`src/rtl/hazard_ctrl_pkg.sv`:
```
`default_nettype none
// ============================================================================
//  Module   : hazard_ctrl_pkg
//  Purpose  : Shared definitions for the pipeline hazard controller.
//             - Tuse/Tnew encodings (0..2 valid, 3 = never)
//             - Default multiply/divide busy windows
//             - Register-zero constant
//             - Per-source-operand hazard comparator helper
//  Revision : 1.0  initial release
// ============================================================================
package hazard_ctrl_pkg;

    // Tuse: cycles until D needs the operand.
    localparam logic [1:0] TUSE_0     = 2'd0;
    localparam logic [1:0] TUSE_1     = 2'd1;
    localparam logic [1:0] TUSE_2     = 2'd2;
    localparam logic [1:0] TUSE_NEVER = 2'd3;

    // Tnew: cycles until a producer's result can be forwarded.
    localparam logic [1:0] TNEW_0     = 2'd0;
    localparam logic [1:0] TNEW_1     = 2'd1;
    localparam logic [1:0] TNEW_2     = 2'd2;
    localparam logic [1:0] TNEW_NEVER = 2'd3;

    localparam int MULT_CYCLES_DEF = 5;
    localparam int DIV_CYCLES_DEF  = 10;

    localparam logic [4:0] REG_ZERO = 5'd0;

    // A source operand stalls when a younger-stage producer writes the same
    // register and its result will not be ready by the time D consumes it.
    // $zero is hard-wired and never produces a dependency.
    function automatic logic src_haz(
        input logic [4:0] src_addr,
        input logic [1:0] tuse,
        input logic [4:0] e_addr,
        input logic [1:0] e_tnew,
        input logic [4:0] m_addr,
        input logic [1:0] m_tnew
    );
        logic e_hit;
        logic m_hit;
        e_hit = (e_addr == src_addr) && (e_tnew > tuse);
        m_hit = (m_addr == src_addr) && (m_tnew > tuse);
        return (src_addr != REG_ZERO) && (e_hit || m_hit);
    endfunction

endpackage
`default_nettype wire

```
`src/rtl/hazard_ctrl_mdu_busy_timer.sv`:
```
`default_nettype none
// ============================================================================
//  Module   : mdu_busy_timer
//  Purpose  : Countdown of the multiply/divide unit busy window.
//             A start loads the window length (later start wins, even while
//             busy); otherwise the counter decrements to zero and holds.
//  Ports    : clk, reset      - clock, synchronous active-high reset
//             md_start        - mult/div issued from E this cycle
//             md_div          - 1 = div window, 0 = mult window
//             mdu_busy        - counter non-zero
//  Revision : 1.0  initial release
// ============================================================================
module mdu_busy_timer
    import hazard_ctrl_pkg::*;
#(
    parameter int MULT_CYCLES = MULT_CYCLES_DEF,
    parameter int DIV_CYCLES  = DIV_CYCLES_DEF,
    parameter int CNT_W       = 4
) (
    input  logic clk,
    input  logic reset,
    input  logic md_start,
    input  logic md_div,
    output logic mdu_busy
);

    logic [CNT_W-1:0] r_cnt;

    always_ff @(posedge clk) begin
        if (reset) begin
            r_cnt <= '0;
        end else if (md_start) begin
            r_cnt <= md_div ? CNT_W'(DIV_CYCLES) : CNT_W'(MULT_CYCLES);
        end else if (r_cnt != '0) begin
            r_cnt <= r_cnt - 1'b1;
        end
    end

    assign mdu_busy = (r_cnt != '0);

endmodule
`default_nettype wire

```
`src/rtl/hazard_ctrl.sv`:
```
`default_nettype none
// ============================================================================
//  Module   : hazard_ctrl
//  Purpose  : Stall/flush controller for the 5-stage MIPS pipeline.
//             Compares D-stage Tuse against E/M-stage Tnew and tracks the
//             MDU busy window; drives pipeline-register enables/flushes.
//             All controls are combinational and act at the same clk edge.
//  Ports    : clk, reset                 - clock, sync active-high reset
//             D_rs_addr/D_rt_addr        - D source registers
//             D_tuse_rs/D_tuse_rt        - D operand Tuse (3 = unused)
//             D_is_md                    - D instruction touches the MDU
//             E_wr_addr/E_tnew           - E destination and Tnew
//             M_wr_addr/M_tnew           - M destination and Tnew
//             E_md_start/E_md_div        - MDU start in E, div qualifier
//             stall, pc_we, fd_we        - D hold, PC and F/D enables
//             de_flush                   - D/E bubble insert
//             em_we, mw_we               - E/M and M/W enables (always 1)
//             mdu_busy                   - MDU countdown active
//             stall_cycles, md_stall_cycles (HAZARD_STATS_EN only)
//  Config   : `define HAZARD_STATS_EN adds the two stall statistics counters.
//  Revision : 1.0  initial release
// ============================================================================
module hazard_ctrl
    import hazard_ctrl_pkg::*;
#(
    parameter int MULT_CYCLES = MULT_CYCLES_DEF,
    parameter int DIV_CYCLES  = DIV_CYCLES_DEF,
    parameter int CNT_W       = 4
) (
    input  logic        clk,
    input  logic        reset,
    input  logic [4:0]  D_rs_addr,
    input  logic [4:0]  D_rt_addr,
    input  logic [1:0]  D_tuse_rs,
    input  logic [1:0]  D_tuse_rt,
    input  logic        D_is_md,
    input  logic [4:0]  E_wr_addr,
    input  logic [1:0]  E_tnew,
    input  logic [4:0]  M_wr_addr,
    input  logic [1:0]  M_tnew,
    input  logic        E_md_start,
    input  logic        E_md_div,
    output logic        stall,
    output logic        pc_we,
    output logic        fd_we,
    output logic        de_flush,
    output logic        em_we,
    output logic        mw_we,
`ifdef HAZARD_STATS_EN
    output logic [31:0] stall_cycles,
    output logic [31:0] md_stall_cycles,
`endif
    output logic        mdu_busy
);

    logic w_rs_haz;
    logic w_rt_haz;
    logic w_md_haz;

    mdu_busy_timer #(
        .MULT_CYCLES (MULT_CYCLES),
        .DIV_CYCLES  (DIV_CYCLES),
        .CNT_W       (CNT_W)
    ) u_mdu_busy_timer (
        .clk      (clk),
        .reset    (reset),
        .md_start (E_md_start),
        .md_div   (E_md_div),
        .mdu_busy (mdu_busy)
    );

    assign w_rs_haz = src_haz(D_rs_addr, D_tuse_rs, E_wr_addr, E_tnew, M_wr_addr, M_tnew);
    assign w_rt_haz = src_haz(D_rt_addr, D_tuse_rt, E_wr_addr, E_tnew, M_wr_addr, M_tnew);

    // The start cycle itself is covered by E_md_start because the counter
    // only becomes non-zero after the edge that loads it.
    assign w_md_haz = D_is_md & (mdu_busy | E_md_start);

    assign stall    = w_rs_haz | w_rt_haz | w_md_haz;
    assign pc_we    = ~stall;
    assign fd_we    = ~stall;
    assign de_flush = stall;
    assign em_we    = 1'b1;
    assign mw_we    = 1'b1;

`ifdef HAZARD_STATS_EN
    logic [31:0] r_stall_cycles;
    logic [31:0] r_md_stall_cycles;

    always_ff @(posedge clk) begin
        if (reset) begin
            r_stall_cycles    <= '0;
            r_md_stall_cycles <= '0;
        end else begin
            if (stall) begin
                r_stall_cycles <= r_stall_cycles + 32'd1;
            end
            if (w_md_haz) begin
                r_md_stall_cycles <= r_md_stall_cycles + 32'd1;
            end
        end
    end

    assign stall_cycles    = r_stall_cycles;
    assign md_stall_cycles = r_md_stall_cycles;
`endif

endmodule
`default_nettype wire
```
`config.mk`:
```
export PLATFORM = sky130hd
export DESIGN_NAME = hazard_ctrl
export DESIGN_NICKNAME = d
export VERILOG_FILES = /design/src/rtl/hazard_ctrl_pkg.sv /design/src/rtl/hazard_ctrl_mdu_busy_timer.sv /design/src/rtl/hazard_ctrl.sv
export SDC_FILE = /design/constraint.sdc
export NUM_CORES = 1
export LEC_CHECK = 0
export ABC_AREA = 1
export ABC_CLOCK_PERIOD_IN_PS = 1400
export CORE_UTILIZATION = 35
export CTS_CLUSTER_DIAMETER = 60
export DETAILED_ROUTE_END_ITERATION = 6
export GPL_ROUTABILITY_DRIVEN = 0
export PLACE_DENSITY = 0.69
export SLEW_MARGIN = 20
export SYNTH_ARGS = -nofsm -noshare
export SYNTH_HDL_FRONTEND = slang
export SYNTH_SLANG_ARGS = --single-unit
```
`constraint.sdc`:
```
create_clock -name clk -period 1.4 [get_ports clk]
set_input_delay 0.14 -clock clk [delete_from_list [all_inputs] [get_ports clk]]
set_output_delay 0.14 -clock clk [all_outputs]
set_load 0.02 [all_outputs]
```
==> summary.txt, run 1 <==
Outcome
  – Outcome: finished, violations left
  – Failing checks: setup timing

Logic synthesis
  – Main area contributors after synthesis: nand2_1, ha_1, inv_1
  – Share of the synthesized area in the top cell type: between 20% and 30%
  – Syn Inst Count: approximately 170
  – Mapped cell area: 880 sq um
  – Post-synthesis compound-gate area fraction: around a tenth
  – Synth Area per Inst: between 5 and 6 sq um
  – Largest family of logic cells by synthesized area: simple AND/OR/NAND/NOR gates
  – Dominant cell type by area after synthesis: nand2_1
  – Synth Warn #: 0
  – Sequential element share of the synthesized area: a little under a tenth
  – #FFs+latches synth: 4
  – Adder-Cell Fraction of Synth Area: 14.2%
  – Mux contribution to synthesized area: 0%
  – Post-synthesis cell type count: 20
  – XOR/XNOR share of the synthesized area: about 5%
  – Post-synthesis simple-gate area fraction: between 40% and 50%

Floorplanning
  – I/O pin count: 40
  – Die H: approximately 52 um
  – Starting Density: a little under two fifths
  – DIE AREA: 2720 sq um
  – Core box area: about 2300 sq um
  – Die X: ~52 um
  – FP Rows: 17

Place
  – Dpl cells: between 200 and 250
  – Post-DP HPWL: 2180 um
  – Number of I/O port buffers: 37

STA
  – WHS: 0.527 ns
  – Final hold vios: 0
  – Final worst setup slack: -0.0837 ns
  – Post-Route Skew: 0.00382 ns
  – Final period util: 106%
  – Period minus WS final: between 1 and 1.5 ns
  – Final-report max-slew violation count: 0
  – Final setup fails: 4
  – FMAX: 674 MHz
  – RSZ-0062 raised after global routing: yes

Route
  – Drt pass-1 iters: 4
  – Residual DRC: 0
  – DR WL/cell: 11.7 um
  – Antenna Nets Post-Route: 0
  – Iter 0 DRT Violations: 19
  – Routed WL: between 2000 and 3000 um
  – Vias: around 1100
  – Drt via density: 4.48

Cells and area
  – Largest register FFs: 4
  – Most frequent cells in the layout: nand2_1, inv_1, dlygate4sd2_1, nor2_1, buf_4
  – Biggest register: u_mdu_busy_timer.r_cnt
  – Final #Nets: 266
  – Share of cells above drive strength 1: a little over a third
  – Final Non-Filler Cells: about 250
  – Antenna cells: 0
  – Largest registers: u_mdu_busy_timer.r_cnt x4
  – Area delta synth->final: 79.9%
  – Most common cell after layout, fill and taps aside: nand2_1

Clock tree
  – CTS clk-pin slew, worst paths: about 0.04 ns
  – CTS tree: yes
  – Hold-fix buffers, CTS: 0
  – Skew-Pair Late Insertion Delay: about 0.25 ns
  – Total CTS buffers: 3
  – TritonCTS Sinks: 4
  – Clock tree root driver cell: clkbuf_4
  – H-Tree Depth: 1
  – Max clock buf depth: 2

Global route
  – First-pass GRT wire length: between 4000 and 5000 um
  – Initial antenna violation count: 0
  – Largest net degree at the start of global routing: 5
  – Total Routing Usage GR: 22.5%
  – Vias in the first global route: 1044
  – Total gr overflow: 0

Worst setup path
  – Critical path class: reg2out
  – Type of destination of the critical path: primary output
  – CP Max Fanout: 2
  – Reg2reg setup slack: approximately 0.03 ns
  – Worst reg2reg path depth: 8
  – Crit start category: register
  – Reg-to-Reg End: u_mdu_busy_timer.r_cnt[0]
  – RR Startpoint: u_mdu_busy_timer.r_cnt[1]
  – Critical Path RT: between 1 and 1.5 ns
  – Critical Path AT: between 1 and 1.5 ns
  – CP startpoint: u_mdu_busy_timer.r_cnt[1]

Worst hold path
  – Hold Crit Depth: 2
  – Worst hold-check path type: reg2reg
  – Hold Path Sink: u_mdu_busy_timer.r_cnt[1]
  – Min-delay src: u_mdu_busy_timer.r_cnt[1]

Run
  – Max Cap Viol: 0

Power and ir drop
  – Leakage: slightly below 0.0009 uW
  – Pwr/cell area: about 590 nW/um^2
  – IR drop worst, VDD: approximately 0.00050 V
## critical path: stages, from the launching register on
cell,delay [ns]
dfxtp_2,0.31
inv_2,0.08
ha_4,0.13
nand4_1,0.13
nand2_2,0.12
nand2_2,0.07
nor2_4,0.12
buf_6,0.13
## final cells by class
cell class	count	area, sq um
repair buffers	55	487
clock buffers	3	22.5
multi-input cells	122	802
fillers	203	714
flip-flops and latches	4	82.6
well taps	28	35.0
inverters	37	154
## synthesized netlist by cell type, drive strengths merged
library cell  instances
nand3                10
ha                   10
a211oi                1
xor2                  3
nand4                 1
dfxtp                 4
nor2                 21
xnor2                 2
conb                  1
nand2                57
nor3                  2
buf                   4
o21bai                3
a21oi                 6
o21ai                 4
inv                  37
## worst max path at each step
stage | to | depth (start not counted)
after floorplan | stall | 12
after global placement | stall | 10
after detailed placement | stall | 10
after CTS | fd_we | 7
after global routing | fd_we | 7
final | fd_we | 7
## layer usage
layer	vias up	track usage [%]	part of all wire [%]	wire [um]
li1	604	-	-	-
met1	472	24.3	42	1220
met2	33	42.9	52	1520
met3	6	4.68	4.2	122
met4	0	6.58	1.7	50
met5	-	0	0	0
## cell families after synthesis
logic type,Yosys count
xor gates and xnor gates,5
other,1
buffers and inverters,41
and+or+nand+nor,91
AOI/OAI and AO/OA,14
adders and majority gates,10
DFF,4
## power by group
| group | switching [uW] | internal [uW] | total, uW |
|---|---|---|---|
| sequential | 11.0 | 134 | 145 |
| combinational | 315 | 324 | 638 |
| clock | 55.8 | 96.4 | 152 |
## metrics by stage
step                cell area [sq um]  power (uW)  setup slack (ns)  setup TNS [ns]  util (%)
floorplan                         886         409           -0.0459         -0.0916         -
global placement                 1350         645            -0.947           -3.79      58.8
detailed placement               1350         658            -0.961           -3.88      58.8
CTS                              1540         887           -0.0781          -0.216      67.2
global route                     1580        1010            -0.156          -0.554      68.9
finish                           1580         935           -0.0837          -0.188      68.9
## what timing repair did
| action | in CTS | in global routing |
|---|---|---|
| setup buffers | 5 | 3 |
| endpoints found under the setup margin | 5 | 8 |
| pin swaps | 33 | 12 |
| gates resized for setup | 119 | 13 |
| cloned | 0 | 0 |
Note: power is estimated with default switching activity, not from simulation.
==> run 2: changes to the inputs <==
Settings changed: GPL_TIMING_DRIVEN set to 0.
==> summary.txt, run 2 (synthesized netlist as in run 1, its figures left out) <==
Cells and area
  – Largest register FFs: 4 (unchanged)
  – Share of cells above drive strength 1: 32.2% (-3.1 points)
  – Finished Core Util: 65.2% (-3.7 points)
  – Largest registers: u_mdu_busy_timer.r_cnt x4
  – Antenna cells: 0 (unchanged)
  – Biggest register: u_mdu_busy_timer.r_cnt
  – Most frequent cells in the layout: nand2_1, inv_1, dlygate4sd2_1, nor2_1
  – Most common cell after layout, fill and taps aside: nand2_1
  – Area delta synth->final: 70.3%
  – Final #Nets: 259 (-2.6%)

Power and ir drop
  – Leakage: 0.000821 uW (-5.4%)
  – Design Power: 876 uW (-6.3%)
  – Pwr/cell area: 585 nW/um^2 (-1.0%)
  – IR drop worst, VDD: 0.000551 V (+11%)

Route
  – Vias: 1117 (+0.18%)
  – Top Layer Used: met4
  – Met2 WL: 1230 um (-19%)
  – Drt via density: 4.62 (+3.1%)
  – Drt pass-1 iters: 4 (unchanged)
  – Antenna Nets Post-Route: 0 (unchanged)
  – DR WL/cell: 10.8 um (-7.3%)
  – Met1 Wirelength: 1200 um (-1.6%)
  – Residual DRC: 0 (unchanged)
  – Iter 0 DRT Violations: 8 (-11)
  – Routed met3 length: 160 um (+31%)
  – Routed WL: 2620 um (-9.9%)

Worst setup path
  – RR Startpoint: u_mdu_busy_timer.r_cnt[1]
  – CP Max Fanout: 2 (unchanged)
  – Critical path class: in2out
  – Crit path largest cell delay: 0.23 ns (-0.08 ns)
  – CP startpoint: D_tuse_rt[0]
  – Critical Path RT: 1.26 ns (about the same)
  – Type of destination of the critical path: primary output
  – Crit start category: input pin
  – Critical-path cell list: buf_2, ha_4, nand2_1, nand2_1, nor2_2, nand2_1, nor2_2, nor2_1, nor2_2, nor2_2, buf_4, buf_6
  – Worst reg2reg path depth: 7 (-1)
  – Reg-to-Reg End: u_mdu_busy_timer.r_cnt[3]
  – Critical Path AT: 1.39 ns (+0.05 ns)
  – Crit-path slowest cell: ha_4
  – Critical path's most frequent cell: nor2_2
  – Critical Path Sink: pc_we
  – Reg2reg setup slack: 0.15 ns (+0.12 ns)

STA
  – Final setup fails: 3 (-1)
  – Final worst setup slack: -0.127 ns (-0.0434 ns)
  – Final period util: 109% (+3.1 points)
  – FMAX: 655 MHz (-2.8%)
  – RSZ-0062 raised after global routing: yes
  – Final-report max-slew violation count: 0 (unchanged)
  – Post-Route Skew: 0.00759 ns (+0.00378 ns)
  – Period minus WS final: 1.53 ns (+0.0434 ns)
  – TNS Setup: -0.280 ns (-0.0926 ns)
  – Final hold vios: 0 (unchanged)

Floorplanning
  – Die H: 52.1 um (unchanged)
  – Die X: 52.1 um (unchanged)
  – I/O pin count: 40 (unchanged)
  – FP Rows: 17 (unchanged)
  – Starting Density: 38.3% (unchanged)
  – DIE AREA: 2720 sq um (unchanged)
  – Core box area: 2300 sq um (unchanged)

Global route
  – Initial antenna violation count: 0 (unchanged)
  – Total gr overflow: 0 (unchanged)
  – Vias in the first global route: 976 (-6.5%)
  – Largest net degree at the start of global routing: 6 (+1)
  – Total Routing Usage GR: 20.4% (-2.1 points)
  – First-pass GRT wire length: 4040 um (-7.6%)

Place
  – Post-DP HPWL: 2030 um (-6.7%)
  – Number of I/O port buffers: 37 (unchanged)
  – Setup WS pre-CTS: -1.04 ns (-0.0797 ns)

Run
  – Max Cap Viol: 0 (unchanged)

Clock tree
  – Total CTS buffers: 3 (unchanged)
  – CTS tree: yes
  – Skew-Pair Late Insertion Delay: 0.25 ns (about the same)
  – TritonCTS Sinks: 4 (unchanged)
  – H-Tree Depth: 1 (unchanged)
  – Clock tree root driver cell: clkbuf_4
  – Max clock buf depth: 2 (unchanged)
  – CTS clk-pin slew, worst paths: 0.03 ns (about the same)

Worst hold path
  – Hold Crit Depth: 2 (unchanged)
  – Worst hold-check path type: reg2reg

Outcome
  – Outcome: finished, violations left
  – Failing checks: setup timing
[run 2: changes by cell type in the layout (fill, tap and decap cells not counted), sizes merged]
cell / previous run / this run
buf: 30 / 23
dlygate4sd2: 20 / 18
clkbuf: 4 / 5
clkdlybuf4s15: 0 / 1
[run 2: final cells by class]
| cell class | count | area [sq um] |
|---|---|---|
| Clock buffer | 3 | 22.5 |
| Multi-Input combinational cell | 122 | 786 |
| Tap cell | 28 | 35.0 |
| Fill cell | 217 | 800 |
| Sequential cell | 4 | 82.6 |
| Buffer | 4 | 33.8 |
| Timing Repair Buffer | 44 | 384 |
| Inverter | 37 | 154 |
[run 2: critical path, delay by kind of cell]
family | cells | cell delay [ns]
simple gates | 8 | 0.63
buf+inv | 3 | 0.38
fa+ha+maj | 1 | 0.23
[run 2: power by group]
group / switching [uW] / internal (uW)
sequential: 11.5 / 134
clock: 57.6 / 96.5
combinational: 294 / 283
total: 363 / 513
[run 2: routing by layer]
layer | GRT usage (%) | vias to the layer above
li1 | - | 596
met1 | 25.1 | 480
met2 | 34.0 | 36
met3 | 6.14 | 5
met4 | 5.70 | 0
met5 | 0 | -
[run 2: worst min path at each step]
| stage | start | end | slack (ns) |
|---|---|---|---|
| 2_1_floorplan | reset | u_mdu_busy_timer.r_cnt[0] | 0.32 |
| 3_5_place_dp | u_mdu_busy_timer.r_cnt[0] | u_mdu_busy_timer.r_cnt[0] | 0.53 |
| 5_1_grt | u_mdu_busy_timer.r_cnt[0] | u_mdu_busy_timer.r_cnt[0] | 0.56 |
| 4_1_cts | u_mdu_busy_timer.r_cnt[0] | u_mdu_busy_timer.r_cnt[0] | 0.52 |
| 6_report | u_mdu_busy_timer.r_cnt[0] | u_mdu_busy_timer.r_cnt[0] | 0.53 |
| 3_3_place_gp | u_mdu_busy_timer.r_cnt[0] | u_mdu_busy_timer.r_cnt[0] | 0.53 |
[run 2: per-stage QoR]
stage | hold slack [ns] | cells | area, sq um
floorplan | 0.319 | 167 | 886
global placement | 0.529 | 232 | 1290
detailed placement | 0.531 | 232 | 1290
CTS | 0.518 | 241 | 1440
global route | 0.557 | 242 | 1500
finish | 0.533 | 242 | 1500
[run 2: what timing repair did]
item,in CTS,in global routing
pin swaps,32,15
resized for setup,107,20
endpoints found under the setup margin,5,8
setup buffers,6,4
hold buffers,0,0
==> run 3: changes to the inputs <==
Settings changed: ABC_AREA 1 to not set, PLACE_DENSITY 0.69 to 0.75.
==> summary.txt, run 3 <==
STA
  – Final hold vios: 0 (unchanged)
  – Post-Route Skew: 0.00248 ns (-0.00511 ns)
  – Final-report max-slew violation count: 0 (unchanged)
  – Final setup fails: 9 (+6)
  – Period minus WS final: 1.89 ns (+0.366 ns)
  – FMAX: 528 MHz (-19%)
  – RSZ-0062 raised after global routing: yes
  – Final period util: 135% (+26 points)
  – Final worst setup slack: -0.493 ns (-0.366 ns)

Worst setup path
  – Crit start category: input pin
  – Reg2reg setup slack: -0.34 ns (-0.49 ns)
  – CP startpoint: D_tuse_rs[1]
  – Critical Path AT: 1.75 ns (+0.36 ns)
  – Worst reg2reg path depth: 9 (+2)
  – Reg-to-Reg End: u_mdu_busy_timer.r_cnt[3]
  – Critical Path Sink: pc_we
  – CP Max Fanout: 2 (unchanged)
  – RR Startpoint: u_mdu_busy_timer.r_cnt[0]
  – Type of destination of the critical path: primary output
  – Critical Path RT: 1.26 ns (about the same)
  – Critical path class: in2out

Floorplanning
  – DIE AREA: 2150 sq um (-21%)
  – I/O pin count: 40 (unchanged)
  – Die X: 46.4 um (-11%)
  – Starting Density: 38.7% (+0.38 points)
  – Core box area: 1780 sq um (-22%)
  – Die H: 46.4 um (-11%)
  – FP Rows: 15 (-2)

Logic synthesis
  – Dominant cell type by area after synthesis: ha_1
  – Synth top cells by count: xnor2_1, ha_1, inv_1, xor2_1, a21oi_1
  – Post-synthesis compound-gate area fraction: 11.4% (+1.9 points)
  – Largest family of logic cells by synthesized area: XOR/XNOR gates
  – Post-synthesis cell type count: 27 (+35%)
  – Post-synthesis simple-gate area fraction: 19.1% (-23 points)
  – FFs w/ async S/R, synth: 0% (unchanged)
  – Share of the synthesized area in the top cell type: 18.1% (-6.2 points)
  – XOR/XNOR share of the synthesized area: 29.2% (+24 points)
  – Synth Area per Inst: 7.75 sq um (+46%)
  – Post-synth EDFFs: 0 (unchanged)
  – Main synth FF type: dfxtp_1
  – Mapped cell area: 689 sq um (-22%)
  – Most common cell in the netlist: xnor2_1
  – Synth Warn #: 0 (unchanged)
  – Sequential element share of the synthesized area: 11.6% (+2.5 points)
  – Mux contribution to synthesized area: 0% (unchanged)
  – Main area contributors after synthesis: ha_1, xnor2_1, dfxtp_1
  – Syn Inst Count: 89 (-46%)
  – Adder-Cell Fraction of Synth Area: 18.1% (+3.9 points)
  – #FFs+latches synth: 4 (unchanged)

Cells and area
  – Most common cell after layout, fill and taps aside: xnor2_1
  – Antenna cells: 0 (unchanged)
  – Largest registers: u_mdu_busy_timer.r_cnt x4
  – Area delta synth->final: 96.0%
  – Largest register FFs: 4 (unchanged)
  – Final #Nets: 181 (-30%)
  – Final Non-Filler Cells: 161 (-33%)
  – Share of cells above drive strength 1: 44.1% (+12 points)
  – Most frequent cells in the layout: xnor2_1, dlymetal6s2s_1, xor2_1, clkbuf_2, buf_6
  – Biggest register: u_mdu_busy_timer.r_cnt
  – Fin area: 1350 sq um (-9.8%)

Worst hold path
  – Worst hold-check path type: in2reg
  – Min-delay src: reset
  – Hold Crit Depth: 2 (unchanged)

Route
  – Drt via density: 5.19 (+12%)
  – Routed WL: 2500 um (-4.4%)
  – Iter 0 DRT Violations: 16 (+8)
  – Residual DRC: 0 (unchanged)
  – Drt pass-1 iters: 4 (unchanged)
  – Vias: 836 (-25%)
  – DR WL/cell: 15.5 um (+44%)
  – Antenna Nets Post-Route: 0 (unchanged)

Place
  – Post-DP HPWL: 1660 um (-18%)
  – Placed Area: 1130 sq um (-13%)
  – Dpl cells: 152 (-34%)
  – Number of I/O port buffers: 37 (unchanged)

Global route
  – Total gr overflow: 0 (unchanged)
  – Initial antenna violation count: 0 (unchanged)
  – Total Routing Usage GR: 23.6% (+3.2 points)
  – Vias in the first global route: 831 (-15%)
  – Largest net degree at the start of global routing: 8 (+2)
  – First-pass GRT wire length: 3530 um (-13%)

Power and ir drop
  – Pwr/cell area: 625 nW/um^2 (+6.8%)
  – IR drop worst, VDD: 0.000610 V (+11%)
  – Leakage: 0.000640 uW (-22%)

Clock tree
  – Max clock buf depth: 2 (unchanged)
  – Hold-fix buffers, CTS: 0 (unchanged)
  – H-Tree Depth: 1 (unchanged)
  – Total CTS buffers: 3 (unchanged)
  – TritonCTS Sinks: 4 (unchanged)
  – Skew-Pair Late Insertion Delay: 0.23 ns (-0.02 ns)
  – Clock tree root driver cell: clkbuf_4
  – CTS tree: yes
  – CTS clk-pin slew, worst paths: 0.03 ns (about the same)

Outcome
  – Outcome: finished, violations left
  – Failing checks: setup timing

Run
  – Max Cap Viol: 0 (unchanged)
==> run 3: cell count changes after synthesis, moves of 6 or more <==
cell	before	now
inv_1	33	9
nand2_1	57	4
nand3_1	9	2
nor2_1	17	4
xnor2_1	2	14
xor2_1	3	9
==> run 3: cell families (layout without fill, tap and decap cells) <==
logic type | Yosys count | after routing
other | 1 | 2
DFF | 4 | 4
buffers and inverters | 14 | 60
and+or+nand+nor | 24 | 24
xor gates and xnor gates | 23 | 23
adders and majority gates | 10 | 10
AOI/OAI and AO/OA | 13 | 13
==> run 3: timing repair <==
item | in CTS | in global routing
gates cloned | 0 | 0
pin swaps | 17 | 28
endpoints found under the setup margin | 9 | 9
resized for setup | 68 | 44
endpoints found under the hold margin | 0 | 0
setup buffers | 6 | 1
==> run 3: report_power, final <==
| part | leakage [uW] | switching (uW) | internal, uW |
|---|---|---|---|
| sequential | 0.0000338 | 11.3 | 129 |
| clock | 0.0000138 | 43.8 | 95.7 |
| combinational | 0.000592 | 267 | 297 |
==> run 3: critical path, stage by stage <==
cell,delay (ns)
clkdlybuf4s15_1,0.19
inv_2,0.11
ha_4,0.21
nand2_1,0.06
nand4_1,0.13
nor4_2,0.34
o22ai_2,0.15
and3_4,0.19
buf_6,0.10
buf_6,0.12
==> run 3: metal layers <==
layer | part of all wire [%] | vias to the layer above | track usage (%)
met2 | 55 | 47 | 44.2
met1 | 38 | 382 | 25.2
met3 | 5.0 | 10 | 4.71
li1 | - | 397 | -
met4 | 2.7 | 0 | 9.41
met5 | 0 | - | 0
==> run 3: cell type report <==
class | count | area (sq um)
Clock buffer | 3 | 22.5
Buffer | 4 | 37.5
Sequential cell | 4 | 82.6
Multi-Input combinational cell | 72 | 739
Inverter | 9 | 33.8
Fill cell | 122 | 432
Timing Repair Buffer | 44 | 404
Tap cell | 25 | 31.3
==> run 3: worst min-delay path by stage <==
stage / end
6_report: u_mdu_busy_timer.r_cnt[3]
5_1_grt: u_mdu_busy_timer.r_cnt[3]
4_1_cts: u_mdu_busy_timer.r_cnt[3]
3_5_place_dp: u_mdu_busy_timer.r_cnt[2]
3_3_place_gp: u_mdu_busy_timer.r_cnt[2]
2_1_floorplan: u_mdu_busy_timer.r_cnt[0]
==> run 3: through the flow <==
step,utilization (%),worst slack (ns),total power (uW),hold WS (ns),setup TNS (ns)
final,75.8,-0.493,844,0.511,-3.23
after global routing,75.8,-0.535,904,0.544,-3.73
after CTS,71.2,-0.498,783,0.514,-3.19
after detailed placement,63.3,-1.29,578,0.598,-5.48
after global placement,63.3,-1.18,566,0.592,-4.89
after floorplan,-,-0.237,382,0.204,-0.659
